`src/rtl/traffic_phase_sequencer.sv`:
```
// ----------------------------------------------------------------------------
// traffic_phase_sequencer
//
// Runs one light phase per one-hot command from the mode controller. Each
// phase is a fixed sequence of timed steps. Every step lasts exactly its
// configured number of cycles. A single DONE cycle follows the last step and
// pulses the feedback line that belongs to the command, which tells the
// controller to issue its next command.
//
// Ports:
//   clk            system clock, rising edge
//   rst            synchronous, active-low reset
//   enb[5:0]       one-hot command; the lowest set bit wins when several are set
//                  [0] online blink, [1] reset (all red), [2] country only,
//                  [3] main only, [4] no cars, [5] both roads
//   main_lt[2:0]   main-road lamps {R,Y,G}
//   cntry_lt[2:0]  country-road lamps {R,Y,G}
//   count          cycles remaining in the current step (0 in IDLE/DONE)
//   busy           high in every state except IDLE
//   err            one-cycle pulse in the first step after a multi-hot enb
//   feedback1..4, feedbackRst, feedbackOnline
//                  one-cycle completion pulses for enb[5], [4], [3], [2],
//                  [1] and [0] respectively
// All outputs are registered.
// ----------------------------------------------------------------------------
module traffic_phase_sequencer #(
    parameter int unsigned GREEN_T  = 8,
    parameter int unsigned YELLOW_T = 3,
    parameter int unsigned ALLRED_T = 2,
    parameter int unsigned BLINK_T  = 2,
    parameter int unsigned CNT_W    = 8
) (
    input  logic             clk,
    input  logic             rst,
    input  logic [5:0]       enb,
    output logic [2:0]       main_lt,
    output logic [2:0]       cntry_lt,
    output logic [CNT_W-1:0] count,
    output logic             busy,
    output logic             err,
    output logic             feedback1,
    output logic             feedback2,
    output logic             feedback3,
    output logic             feedback4,
    output logic             feedbackRst,
    output logic             feedbackOnline
);

    // ------------------------------------------------------------------
    // State encoding
    // ------------------------------------------------------------------
    localparam logic [3:0] S_IDLE      = 4'd0;
    localparam logic [3:0] S_MG        = 4'd1;
    localparam logic [3:0] S_MY        = 4'd2;
    localparam logic [3:0] S_CG        = 4'd3;
    localparam logic [3:0] S_CY        = 4'd4;
    localparam logic [3:0] S_ALLRED    = 4'd5;
    localparam logic [3:0] S_BLINK_ON  = 4'd6;
    localparam logic [3:0] S_BLINK_OFF = 4'd7;
    localparam logic [3:0] S_DONE      = 4'd8;

    // Command index, equal to the enb bit that started the phase
    localparam logic [2:0] M_ONLINE  = 3'd0;
    localparam logic [2:0] M_RESET   = 3'd1;
    localparam logic [2:0] M_COUNTRY = 3'd2;
    localparam logic [2:0] M_MAIN    = 3'd3;
    localparam logic [2:0] M_NOCARS  = 3'd4;
    localparam logic [2:0] M_BOTH    = 3'd5;

    // Lamp codes {R,Y,G}
    localparam logic [2:0] L_RED = 3'b100;
    localparam logic [2:0] L_YEL = 3'b010;
    localparam logic [2:0] L_GRN = 3'b001;
    localparam logic [2:0] L_OFF = 3'b000;

    // Counter load values: a step of T cycles counts T-1 down to 0
    localparam logic [CNT_W-1:0] GREEN_LD  = CNT_W'(GREEN_T - 1);
    localparam logic [CNT_W-1:0] YELLOW_LD = CNT_W'(YELLOW_T - 1);
    localparam logic [CNT_W-1:0] ALLRED_LD = CNT_W'(ALLRED_T - 1);
    localparam logic [CNT_W-1:0] BLINK_LD  = CNT_W'(BLINK_T - 1);

    // ------------------------------------------------------------------
    // Registers
    // ------------------------------------------------------------------
    logic [3:0]       state_q,  state_d;
    logic [CNT_W-1:0] cnt_q,    cnt_d;
    logic [2:0]       mode_q,   mode_d;
    logic             blink2_q, blink2_d;   // second ON/OFF pair in progress
    logic [2:0]       main_q,   main_d;
    logic [2:0]       cntry_q,  cntry_d;
    logic             busy_q,   busy_d;
    logic             err_q,    err_d;
    logic [5:0]       fb_q,     fb_d;       // bit i answers enb[i]

    logic             accept;
    logic             multi_hot;
    logic [2:0]       sel_mode;

    // ------------------------------------------------------------------
    // Command decode: lowest-index set bit has priority
    // ------------------------------------------------------------------
    always_comb begin
        sel_mode = M_ONLINE;
        if (enb[0]) begin
            sel_mode = M_ONLINE;
        end else if (enb[1]) begin
            sel_mode = M_RESET;
        end else if (enb[2]) begin
            sel_mode = M_COUNTRY;
        end else if (enb[3]) begin
            sel_mode = M_MAIN;
        end else if (enb[4]) begin
            sel_mode = M_NOCARS;
        end else begin
            sel_mode = M_BOTH;
        end
    end

    assign accept    = (state_q == S_IDLE) && (enb != '0);
    assign multi_hot = (enb & (enb - 6'd1)) != '0;

    // ------------------------------------------------------------------
    // Next-state logic
    // ------------------------------------------------------------------
    always_comb begin
        state_d  = state_q;
        cnt_d    = cnt_q;
        mode_d   = mode_q;
        blink2_d = blink2_q;

        case (state_q)
            S_IDLE: begin
                cnt_d = '0;
                if (accept) begin
                    mode_d   = sel_mode;
                    blink2_d = 1'b0;
                    case (sel_mode)
                        M_ONLINE: begin
                            state_d = S_BLINK_ON;
                            cnt_d   = BLINK_LD;
                        end
                        M_RESET: begin
                            state_d = S_ALLRED;
                            cnt_d   = ALLRED_LD;
                        end
                        M_COUNTRY: begin
                            state_d = S_MY;
                            cnt_d   = YELLOW_LD;
                        end
                        default: begin
                            state_d = S_MG;
                            cnt_d   = GREEN_LD;
                        end
                    endcase
                end
            end

            S_DONE: begin
                state_d = S_IDLE;
                cnt_d   = '0;
            end

            default: begin
                if (cnt_q != '0) begin
                    cnt_d = cnt_q - 1'b1;
                end else begin
                    case (state_q)
                        S_MG: begin
                            // Only the two-road command continues past main green
                            if (mode_q == M_BOTH) begin
                                state_d = S_MY;
                                cnt_d   = YELLOW_LD;
                            end else begin
                                state_d = S_DONE;
                                cnt_d   = '0;
                            end
                        end
                        S_MY: begin
                            state_d = S_CG;
                            cnt_d   = GREEN_LD;
                        end
                        S_CG: begin
                            state_d = S_CY;
                            cnt_d   = YELLOW_LD;
                        end
                        S_BLINK_ON: begin
                            state_d = S_BLINK_OFF;
                            cnt_d   = BLINK_LD;
                        end
                        S_BLINK_OFF: begin
                            if (blink2_q) begin
                                state_d = S_DONE;
                                cnt_d   = '0;
                            end else begin
                                state_d  = S_BLINK_ON;
                                cnt_d    = BLINK_LD;
                                blink2_d = 1'b1;
                            end
                        end
                        default: begin
                            // S_CY, S_ALLRED and any unused encoding
                            state_d = S_DONE;
                            cnt_d   = '0;
                        end
                    endcase
                end
            end
        endcase
    end

    // ------------------------------------------------------------------
    // Output decode from the next state so that outputs are registered
    // and line up with the state they describe
    // ------------------------------------------------------------------
    always_comb begin
        main_d  = main_q;
        cntry_d = cntry_q;
        case (state_d)
            S_MG: begin
                main_d  = L_GRN;
                cntry_d = L_RED;
            end
            S_MY: begin
                main_d  = L_YEL;
                cntry_d = L_RED;
            end
            S_CG: begin
                main_d  = L_RED;
                cntry_d = L_GRN;
            end
            S_CY: begin
                main_d  = L_RED;
                cntry_d = L_YEL;
            end
            S_ALLRED: begin
                main_d  = L_RED;
                cntry_d = L_RED;
            end
            S_BLINK_ON: begin
                main_d  = L_YEL;
                cntry_d = L_YEL;
            end
            S_BLINK_OFF: begin
                main_d  = L_OFF;
                cntry_d = L_OFF;
            end
            S_DONE: begin
                main_d  = L_GRN;
                cntry_d = L_RED;
            end
            default: begin
                // IDLE holds whatever was last shown: all red after reset,
                // main green after a completed phase
                main_d  = main_q;
                cntry_d = cntry_q;
            end
        endcase
    end

    always_comb begin
        busy_d = (state_d != S_IDLE);
        err_d  = accept && multi_hot;
        fb_d   = '0;
        if (state_d == S_DONE) begin
            fb_d = 6'b000001 << mode_d;
        end
    end

    // ------------------------------------------------------------------
    // State and output registers
    // ------------------------------------------------------------------
    always_ff @(posedge clk) begin
        if (!rst) begin
            state_q  <= S_IDLE;
            cnt_q    <= '0;
            mode_q   <= M_ONLINE;
            blink2_q <= 1'b0;
            main_q   <= L_RED;
            cntry_q  <= L_RED;
            busy_q   <= 1'b0;
            err_q    <= 1'b0;
            fb_q     <= '0;
        end else begin
            state_q  <= state_d;
            cnt_q    <= cnt_d;
            mode_q   <= mode_d;
            blink2_q <= blink2_d;
            main_q   <= main_d;
            cntry_q  <= cntry_d;
            busy_q   <= busy_d;
            err_q    <= err_d;
            fb_q     <= fb_d;
        end
    end

    assign main_lt        = main_q;
    assign cntry_lt       = cntry_q;
    assign count          = cnt_q;
    assign busy           = busy_q;
    assign err            = err_q;
    assign feedbackOnline = fb_q[0];
    assign feedbackRst    = fb_q[1];
    assign feedback4      = fb_q[2];
    assign feedback3      = fb_q[3];
    assign feedback2      = fb_q[4];
    assign feedback1      = fb_q[5];

endmodule

```
`config.mk`:
```
export PLATFORM = sky130hd
export DESIGN_NAME = traffic_phase_sequencer
export DESIGN_NICKNAME = d
export VERILOG_FILES = /design/src/rtl/traffic_phase_sequencer.sv
export SDC_FILE = /design/constraint.sdc
export NUM_CORES = 1
export LEC_CHECK = 0
export ABC_AREA = 1
export BUFFER_PORTS_ARGS = -buffer_cell sky130_fd_sc_hd__buf_2
export CAP_MARGIN = 20
export CORE_MARGIN = 2
export CORE_UTILIZATION = 54
export DETAILED_ROUTE_END_ITERATION = 16
export PLACE_DENSITY = 0.75
export SYNTH_ARGS = -nofsm -noshare
export SYNTH_HDL_FRONTEND = slang
export SYNTH_SLANG_ARGS = --single-unit
```
`constraint.sdc`:
```
create_clock -name clk -period 1.9 [get_ports clk]
set_input_delay 0.19 -clock clk [delete_from_list [all_inputs] [get_ports clk]]
set_output_delay 0.19 -clock clk [all_outputs]
set_load 0.01 [all_outputs]
```
==> impl_metrics.csv, run 1 <==
group,metric,value,unit
clock_network,clk_latency,0.34,ns
grt,grt-ovfl-total,0,
synth,syn_area,1605,um^2
synth,netlist_top_cells_count,"nand2_1, dfxtp_1, nor2_1",
sta,fin_setup_tns,0,ns
clock_network,root_buffer,"clkbuf_4",
grt,grt_pass1_wl,6175,um
finish,final_layout_size_suffix_gt1_share,31.82,%
min_path,hp-class,"input pin to flip-flop",
grt,grt_max_degree,14,
synth,synth_seq_cells,30,
setup_path,cp_slowest_stage_delay,0.34,ns
setup_path,path_class,"flip-flop to flip-flop",
synth,ys_async_sr_fraction,0,%
grt,grt_usage,23.89,%
sta,clock_skew,0.01263,ns
synth,synthDistinctLibCells,31,
synth,synth_flop_cell,"dfxtp_1",
synth,synth_top_area_share,37.41,%
sta,slew_viol_final,0,
synth,syn_nets,232,
finish,area_growth,19.17,%
detailed_routing,drt-total-wl,3488,um
synth,ys_seq_area_share,37.41,%
setup_path,cp_slowest_cell,"dfxtp_2",
finish,final_core_util,68.78,%
finish,nets,272,
clock_network,cts_tree,"done",
sta,setup_violations,0,
clock_network,cts.sinks,30,
sta,hold_violations,0,
setup_path,worstPathCellList,"inv_2, ha_4, nand2_2, nor2_4, nand2_4, nand2_2, nand3_2, nor2_4, buf_4, nand2_1, a21oi_1, o21ai_2, inv_1",
synth,synth_most_common_cell,"nand2_1",
detailed_routing,route.detailed.drc,0,
synth,synth_edf_count,0,
synth,synth_area_leaders,"dfxtp_1, nand2_1, nor2_1",
floorplanning,coreArea,2781,um^2
grt,antenna_found_initial,0,
setup_path,path_buf_inv,3,
detailed_routing,wl_per_cell,11.82,um
floorplanning,ioPinCount,30,
clock_network,numCtsBuffers,5,
placed_design,place_area,1797,um^2
floorplanning,start_util,57.71,%
detailed_routing,vias,1544,
synth,synth.largest_area_cell,"dfxtp_1",
floorplanning,die_h,58.53,um
floorplanning,die_area,3425,um^2
grt,grt_pass1_vias,1369,
sta,period_needed,1.752,ns
finish,fillCellCount,258,
sta,fin_crit_sh,92.22,%
setup_path,arrival,2.04,ns
placed_design,io_buffers,29,
detailed_routing,viasPerCell,5.234,
setup_path,crit_required,2.19,ns
setup_path,critPathTopFamily,"simple AND/OR/NAND/NOR gates",
finish,final_cell_area,1913,um^2
clock_network,path_clk_slew,0.09,ns
detailed_routing,ant_nets,0,
finish,multiInputGateArea,898.4,um^2
run,cap_viol_max_count,0,
sta,worst_pin_slew,0.3637,ns
setup_path,worstPathMaxFanout,6,
sta,max_freq,570.7,MHz
detailed_routing,drtIter0Drc,75,
floorplanning,num_rows,19,
synth,syn_inst,223,
setup_path,crit_path_end_kind,"flip-flop",
finish,seqCellArea,603.1,um^2
detailed_routing,drtPass1Iterations,4,
finish,antenna_cells,0,
placed_design,routabilityCongestion,0.9707,
synth,yosysWarnings,0,
synth,syn_area_per_cell,7.199,um^2
outcome,outcome,"finished clean",
setup_path,worst_setup_path_start_kind,"flip-flop",
clock_network,h-tree-depth,2,
clock_network,clockBufferDepth,2,
floorplanning,die_w,58.53,um
placed_design,dp_hpwl,2726,um
sta,slew_headroom,75.49,%
==> cell families (layout without fill, tap and decap cells) <==
kind of cell / after synthesis / count (layout) / synth area share [%]
XOR/XNOR: 2 / 2 / 1.091
adder cells (fa/ha/maj): 1 / 1 / 0.7793
flip-flops: 30 / 30 / 37.41
AO/OA/AOI/OAI: 35 / 35 / 12.47
AND/OR/NAND/NOR: 122 / 122 / 39.91
buffers and inverters: 33 / 74 / 8.340
==> worst register-to-register path, delay by kind of cell (launching register included) <==
| kind | cells | cell delay, ns |
|---|---|---|
| flip-flops | 1 | 0.34 |
| AO/OA/AOI/OAI | 2 | 0.23 |
| adder cells (fa/ha/maj) | 1 | 0.16 |
| buffers and inverters | 3 | 0.26 |
| AND/OR/NAND/NOR | 7 | 0.73 |
==> timing repair <==
item	4_1_cts	5_1_grt
hold buffers	0	0
setup endpoints to repair	0	12
buffers inserted	0	3
gates resized for setup	0	8
==> sequential cells by signal, indices dropped and copies added (netlist names) <==
register  cells
count         8
blink2_q      1
main_lt       3
mode_q        3
fb_q          6
cntry_lt      3
err           1
busy          1
state_q       4
==> layout by cell type, fill, tap and decap left out, types with 3 or more instances in the layout <==
master | netlist | final
o21ai_0 | 5 | 5
nand2_2 | 8 | 8
nor2_4 | 6 | 6
nor2_2 | 4 | 4
nand4_1 | 4 | 4
buf_4 | 0 | 6
clkinv_2 | 2 | 3
nand2_1 | 39 | 39
inv_2 | 5 | 7
buf_2 | 0 | 29
o21ai_1 | 4 | 4
nor2_1 | 30 | 30
dfxtp_1 | 30 | 28
inv_1 | 24 | 22
nand3_2 | 5 | 5
clkbuf_4 | 0 | 5
a21oi_1 | 16 | 16
nand3_1 | 19 | 19
a31oi_1 | 4 | 4
==> final cells by class <==
| class | instances | area share, % |
|---|---|---|
| flip-flops and latches | 30 | 31.52 |
| well taps | 31 | 2.027 |
| clock buffers | 6 | 2.681 |
| clock inverters | 2 | 0.6540 |
| multi-input cells | 160 | 46.96 |
| repair buffers | 35 | 9.941 |
| inverters | 31 | 6.213 |
==> routing by layer <==
metal	up-vias	part of all wire (%)	GRT usage [%]
li1	812	-	-
met2	33	47	37.88
met5	-	0	0
met3	7	5.1	5.934
met4	0	1.7	9.302
met1	692	46	31.27
==> stage by stage <==
stage	hold WS [ns]	setup WS, ns	cells
detailed placement	0.4519	0.07332	284
CTS	0.1038	0.06073	292
global route	0.1100	-0.006469	295
global placement	0.4479	0.1320	284
finish	0.1124	0.1478	295
floorplan	0.2742	0.1899	223
==> worst paths after layout <==
| path | slack, ns | start | cells after the start | end |
|---|---|---|---|---|
| max reg2reg | 0.15 | count[0]$_SDFF_PN0_ | 13 | main_lt[0]$_SDFFE_PN0P_ |
| max | 0.15 | count[0]$_SDFF_PN0_ | 13 | main_lt[0]$_SDFFE_PN0P_ |
| min | 0.11 | rst | 2 | main_lt[2]$_SDFFE_PN1P_ |
| min reg2reg | 0.47 | cntry_lt[0]$_SDFFE_PN0P_ | 2 | cntry_lt[0]$_SDFFE_PN0P_ |
Power of run 1 is not shown: default switching activity piles up to over one toggle a cycle in this logic, so the estimate is an artifact.
==> inputs of run 2 (changes only) <==
--- a/config.mk
+++ b/config.mk
@@ -11,7 +11,7 @@
 export CORE_MARGIN = 2
 export CORE_UTILIZATION = 54
 export DETAILED_ROUTE_END_ITERATION = 16
-export PLACE_DENSITY = 0.75
+export PLACE_DENSITY = 0.79
 export SYNTH_ARGS = -nofsm -noshare
 export SYNTH_HDL_FRONTEND = slang
 export SYNTH_SLANG_ARGS = --single-unit
==> run 2 against run 1 <==
Register-to-register slack lost 0.04 ns. Critical path depth stayed put. Wire length increased by 7.4%. Maximum frequency down 2.5%. Flip-flop and latch count is the same. Critical endpoint unchanged.
==> impl_metrics.csv, run 2 (synthesis gave the netlist of run 1 again) <==
group,metric,value,unit
detailed_routing,route.detailed.drc,0,
finish,final_layout_size_suffix_gt1_share,31.44,%
setup_path,crit_required,2.14,ns
setup_path,cp_slowest_stage_delay,0.32,ns
floorplanning,die_w,58.53,um
grt,grt_max_degree,14,
min_path,hp-class,"input pin to flip-flop",
placed_design,dp_hpwl,2766,um
grt,grt_pass1_wl,6044,um
detailed_routing,vias,1596,
sta,hold_violations,0,
floorplanning,start_util,57.71,%
setup_path,worst_setup_path_start_kind,"flip-flop",
detailed_routing,drtIter0Drc,67,
sta,period_needed,1.797,ns
setup_path,path_class,"flip-flop to flip-flop",
clock_network,clk_latency,0.34,ns
clock_network,numCtsBuffers,5,
grt,grt_pass1_vias,1414,
setup_path,worstPathCellList,"inv_1, ha_4, nand2_2, nor2_4, nand2_4, nand2_2, nand3_2, nor2_4, nand3_4, nand2_4, nand2_2, o21ai_2, inv_1",
clock_network,clockBufferDepth,2,
sta,worst_pin_slew,0.3522,ns
finish,seqCellArea,603.1,um^2
detailed_routing,ant_nets,0,
sta,fin_setup_tns,0,ns
clock_network,cts.sinks,30,
sta,slew_headroom,76.27,%
floorplanning,num_rows,19,
floorplanning,die_area,3425,um^2
finish,fillCellCount,261,
grt,antenna_found_initial,0,
setup_path,worstPathMaxFanout,6,
sta,max_freq,556.5,MHz
run,cap_viol_max_count,0,
outcome,outcome,"finished clean",
placed_design,routabilityCongestion,0.9561,
grt,grt-ovfl-total,0,
detailed_routing,drtPass1Iterations,4,
floorplanning,die_h,58.53,um
finish,antenna_cells,0,
setup_path,crit_path_end_kind,"flip-flop",
grt,grt_usage,23.35,%
finish,multiInputGateArea,898.4,um^2
finish,area_growth,22.14,%
finish,nets,272,
detailed_routing,drt-total-wl,3747,um
sta,fin_crit_sh,94.57,%
clock_network,root_buffer,"clkbuf_4",
floorplanning,coreArea,2781,um^2
placed_design,io_buffers,29,
clock_network,h-tree-depth,2,
sta,clock_skew,0.007573,ns
detailed_routing,wl_per_cell,12.70,um
sta,slew_viol_final,0,
floorplanning,ioPinCount,30,
detailed_routing,viasPerCell,5.410,
setup_path,arrival,2.04,ns
setup_path,critPathMostFrequentCell,"nand2_2",
setup_path,cp_slowest_cell,"dfxtp_1",
sta,setup_violations,0,
finish,largest_reg_flops,8,
clock_network,path_clk_slew,0.10,ns
finish,final_cell_mix,"nand2_1, nor2_1, buf_2",
finish,final_common_cell,"nand2_1",
clock_network,cts_tree,"done",
-- run 2: changes by cell type in the layout (fill, tap and decap cells not counted) --
cell and change:
bufinv_16 +2, clkinv_2 -1, clkinvlp_4 -1, inv_1 +1
inv_2 -1
-- run 2: worst max-delay path: cells and delay by family, from the launching register on --
kind                       cells  cell delay [ns]
adders and majority gates      1             0.17
and+or+nand+nor                9             0.96
DFF                            1             0.32
buffers and inverters          2             0.15
AOI/OAI and AO/OA              1             0.11
-- run 2: path summary, 6_finish.rpt --
path | start | endpoint | slack (ns) | cells past startpoint
worst max-delay path | count[1]$_SDFF_PN0_ | main_lt[0]$_SDFFE_PN0P_ | 0.10 | 13
worst min register to register | cntry_lt[0]$_SDFFE_PN0P_ | cntry_lt[0]$_SDFFE_PN0P_ | 0.46 | 2
worst max register to register | count[1]$_SDFF_PN0_ | main_lt[0]$_SDFFE_PN0P_ | 0.10 | 13
worst min-delay path | rst | main_lt[2]$_SDFFE_PN1P_ | 0.12 | 2
-- run 2: metrics by stage --
step | utilization (%) | cells | instance area (um^2) | hold WS, ns | setup slack (ns)
after CTS | 68.33 | 291 | 1901 | 0.1035 | 0.03772
final | 70.49 | 295 | 1961 | 0.1171 | 0.1031
after floorplan | - | 223 | 1605 | 0.2742 | 0.1899
after global routing | 70.49 | 295 | 1961 | 0.1220 | -0.02615
after global placement | 64.33 | 283 | 1789 | 0.4505 | 0.1209
after detailed placement | 64.33 | 283 | 1789 | 0.4464 | 0.05963
-- run 2: timing repair --
| action | 4_1_cts | 5_1_grt |
|---|---|---|
| setup buffers | 0 | 4 |
| gates resized for setup | 0 | 7 |
| endpoints found under the hold margin | 0 | 0 |
| hold buffers | 0 | 0 |
| endpoints found under the setup margin | 0 | 12 |
-- run 2: area by class of cell --
class / instances / share of cell area, %
clock buffers: 6 / 2.616
repair buffers: 35 / 9.700
multi-input cells: 160 / 45.82
inverters: 31 / 6.063
flip-flops and latches: 30 / 30.76
well taps: 31 / 1.978
clock inverters: 2 / 3.063
-- run 2: routing by layer --
metal / wire [um] / GRT usage [%] / vias to the layer above / part of all wire (%)
met5: 0 / 0 / - / 0
met4: 78 / 9.302 / 0 / 2.1
met3: 178 / 6.813 / 9 / 4.8
met2: 1831 / 38.36 / 37 / 49
met1: 1659 / 28.67 / 736 / 44
li1: - / - / 814 / -
Power of run 2 is left out for the same reason.
==> inputs of run 3 (changes only) <==
--- a/config.mk
+++ b/config.mk
@@ -8,10 +8,13 @@
 export ABC_AREA = 1
 export BUFFER_PORTS_ARGS = -buffer_cell sky130_fd_sc_hd__buf_2
 export CAP_MARGIN = 20
+export CORE_ASPECT_RATIO = 2
 export CORE_MARGIN = 2
 export CORE_UTILIZATION = 54
 export DETAILED_ROUTE_END_ITERATION = 16
+export MAX_ROUTING_LAYER = met4
 export PLACE_DENSITY = 0.79
+export SETUP_SLACK_MARGIN = 0.15
 export SYNTH_ARGS = -nofsm -noshare
 export SYNTH_HDL_FRONTEND = slang
 export SYNTH_SLANG_ARGS = --single-unit
==> run 3 against run 2 <==
Design area is 2.7% higher. Via count is 3.8% higher. Non-clock buffer count is 4 higher. First-iteration DRC count is 3.0% higher. Highest routed layer unchanged.
==> impl_metrics.csv, run 3 (synthesis gave the netlist of run 1 again) <==
group,metric,value,unit
detailed_routing,drtPass1Iterations,4,
floorplanning,die_area,3451,um^2
setup_path,worstPathMaxFanout,7,
floorplanning,start_util,55.21,%
setup_path,path_class,"flip-flop to flip-flop",
finish,area_growth,25.49,%
detailed_routing,wl_per_cell,13.95,um
clock_network,clk_latency,0.28,ns
detailed_routing,drt-total-wl,4143,um
grt,grt_max_degree,14,
clock_network,h-tree-depth,2,
finish,final_cell_mix,"nand2_1, buf_2, nor2_1, dfxtp_1",
finish,final_common_cell,"nand2_1",
clock_network,holdBufCountCts,0,
finish,antenna_cells,0,
sta,clock_skew,0.004422,ns
sta,slew_viol_final,0,
sta,fin_crit_sh,90.80,%
clock_network,cts_tree,"done",
grt,grt-ovfl-total,0,
sta,rsz0062_at_grt,"yes",
finish,nets,276,
sta,setup_violations,0,
setup_path,worst_setup_path_start_kind,"flip-flop",
placed_design,dp_hpwl,3099,um
floorplanning,die_w,42.56,um
clock_network,path_clk_slew,0.06,ns
floorplanning,num_rows,28,
placed_design,routabilityCongestion,0.9168,
sta,fin_setup_tns,0,ns
clock_network,numCtsBuffers,5,
grt,grt_pass1_wl,6486,um
clock_network,clockBufferDepth,2,
detailed_routing,viasPerCell,5.579,
grt,antenna_found_initial,0,
floorplanning,ioPinCount,30,
detailed_routing,ant_nets,0,
setup_path,arrival,1.91,ns
finish,final_layout_size_suffix_gt1_share,37.45,%
run,cap_viol_max_count,0,
detailed_routing,route.detailed.drc,0,
outcome,outcome,"finished clean",
sta,period_needed,1.725,ns
detailed_routing,drtIter0Drc,69,
sta,worst_pin_slew,0.4505,ns
detailed_routing,vias,1657,
clock_network,root_buffer,"clkbuf_8",
clock_network,cts.sinks,30,
placed_design,io_buffers,29,
floorplanning,die_h,81.11,um
placed_design,place_ws,0.001129,ns
setup_path,crit_path_end_kind,"flip-flop",
grt,grt_usage,25.82,%
grt,grt_pass1_vias,1611,
finish,fillCellCount,242,
sta,holdWs,0.1855,ns
sta,max_freq,579.7,MHz
finish,largest_reg_flops,8,
min_path,hp-class,"input pin to flip-flop",
sta,slew_headroom,69.65,%
sta,setup_ws,0.1749,ns
finish,stdcell_count,297,
floorplanning,coreArea,2908,um^2
setup_path,crit_required,2.08,ns
placed_design,place_inst,282,
sta,hold_violations,0,
==> run 3: cell count changes in the layout (fill, tap and decap cells not counted), sizes merged <==
cell,change
clkbuf,-1
buf,+4
inv,+1
bufinv,-2
clkinv,+1
==> run 3: final cells by class <==
class                   instances  area, um^2  area share, %
clock buffers                   5       68.82          3.416
clock inverters                 2       10.01         0.4969
inverters                      31       122.6          6.087
multi-input cells             160       950.9          47.21
flip-flops and latches         30       604.3          30.00
well taps                      30       37.54          1.863
repair buffers                 39       220.2          10.93
==> run 3: worst paths after layout <==
kind                                 from                      end  slack (ns)  cells past startpoint
setup reg to reg      count[0]$_SDFF_PN0_  main_lt[0]$_SDFFE_PN0P_        0.17                     13
hold / removal                        rst  main_lt[2]$_SDFFE_PN1P_        0.19                      2
hold reg to reg   main_lt[0]$_SDFFE_PN0P_  main_lt[0]$_SDFFE_PN0P_        0.46                      2
setup / recovery      count[0]$_SDFF_PN0_  main_lt[0]$_SDFFE_PN0P_        0.17                     13
==> run 3: timing repair <==
item / 4_1_cts / 5_1_grt
cloned: 0 / 0
setup endpoints to repair: 13 / 12
setup buffers: 3 / 5
pin swaps: 3 / 4
resized for setup: 5 / 23
==> run 3: layer usage <==
metal	share of wire (%)	wire, um	global-route usage, %
met2	60	2480	50.62
met4	5.0	207	20.00
met1	31	1302	19.56
met5	0	0	-
met3	3.7	153	4.222
==> run 3: per-stage QoR <==
| step | instance area, um^2 | utilization [%] |
|---|---|---|
| floorplan | 1605 | - |
| global placement | 1788 | 61.49 |
| detailed placement | 1788 | 61.49 |
| CTS | 1907 | 65.58 |
| global route | 2014 | 69.28 |
| finish | 2014 | 69.28 |
==> run 3: worst max-delay path: stages, from the launching register on <==
cell     delay, ns
dfxtp_2       0.33
inv_2         0.07
ha_4          0.15
nand2_4       0.06
nor2_4        0.11
nand2_4       0.10
nand2_2       0.08
nand3_2       0.12
nand2_4       0.17
nand3_4       0.12
nand2_4       0.11
nand2_2       0.06
o21ai_2       0.10
inv_1         0.04
Power of run 3 is left out for the same reason.
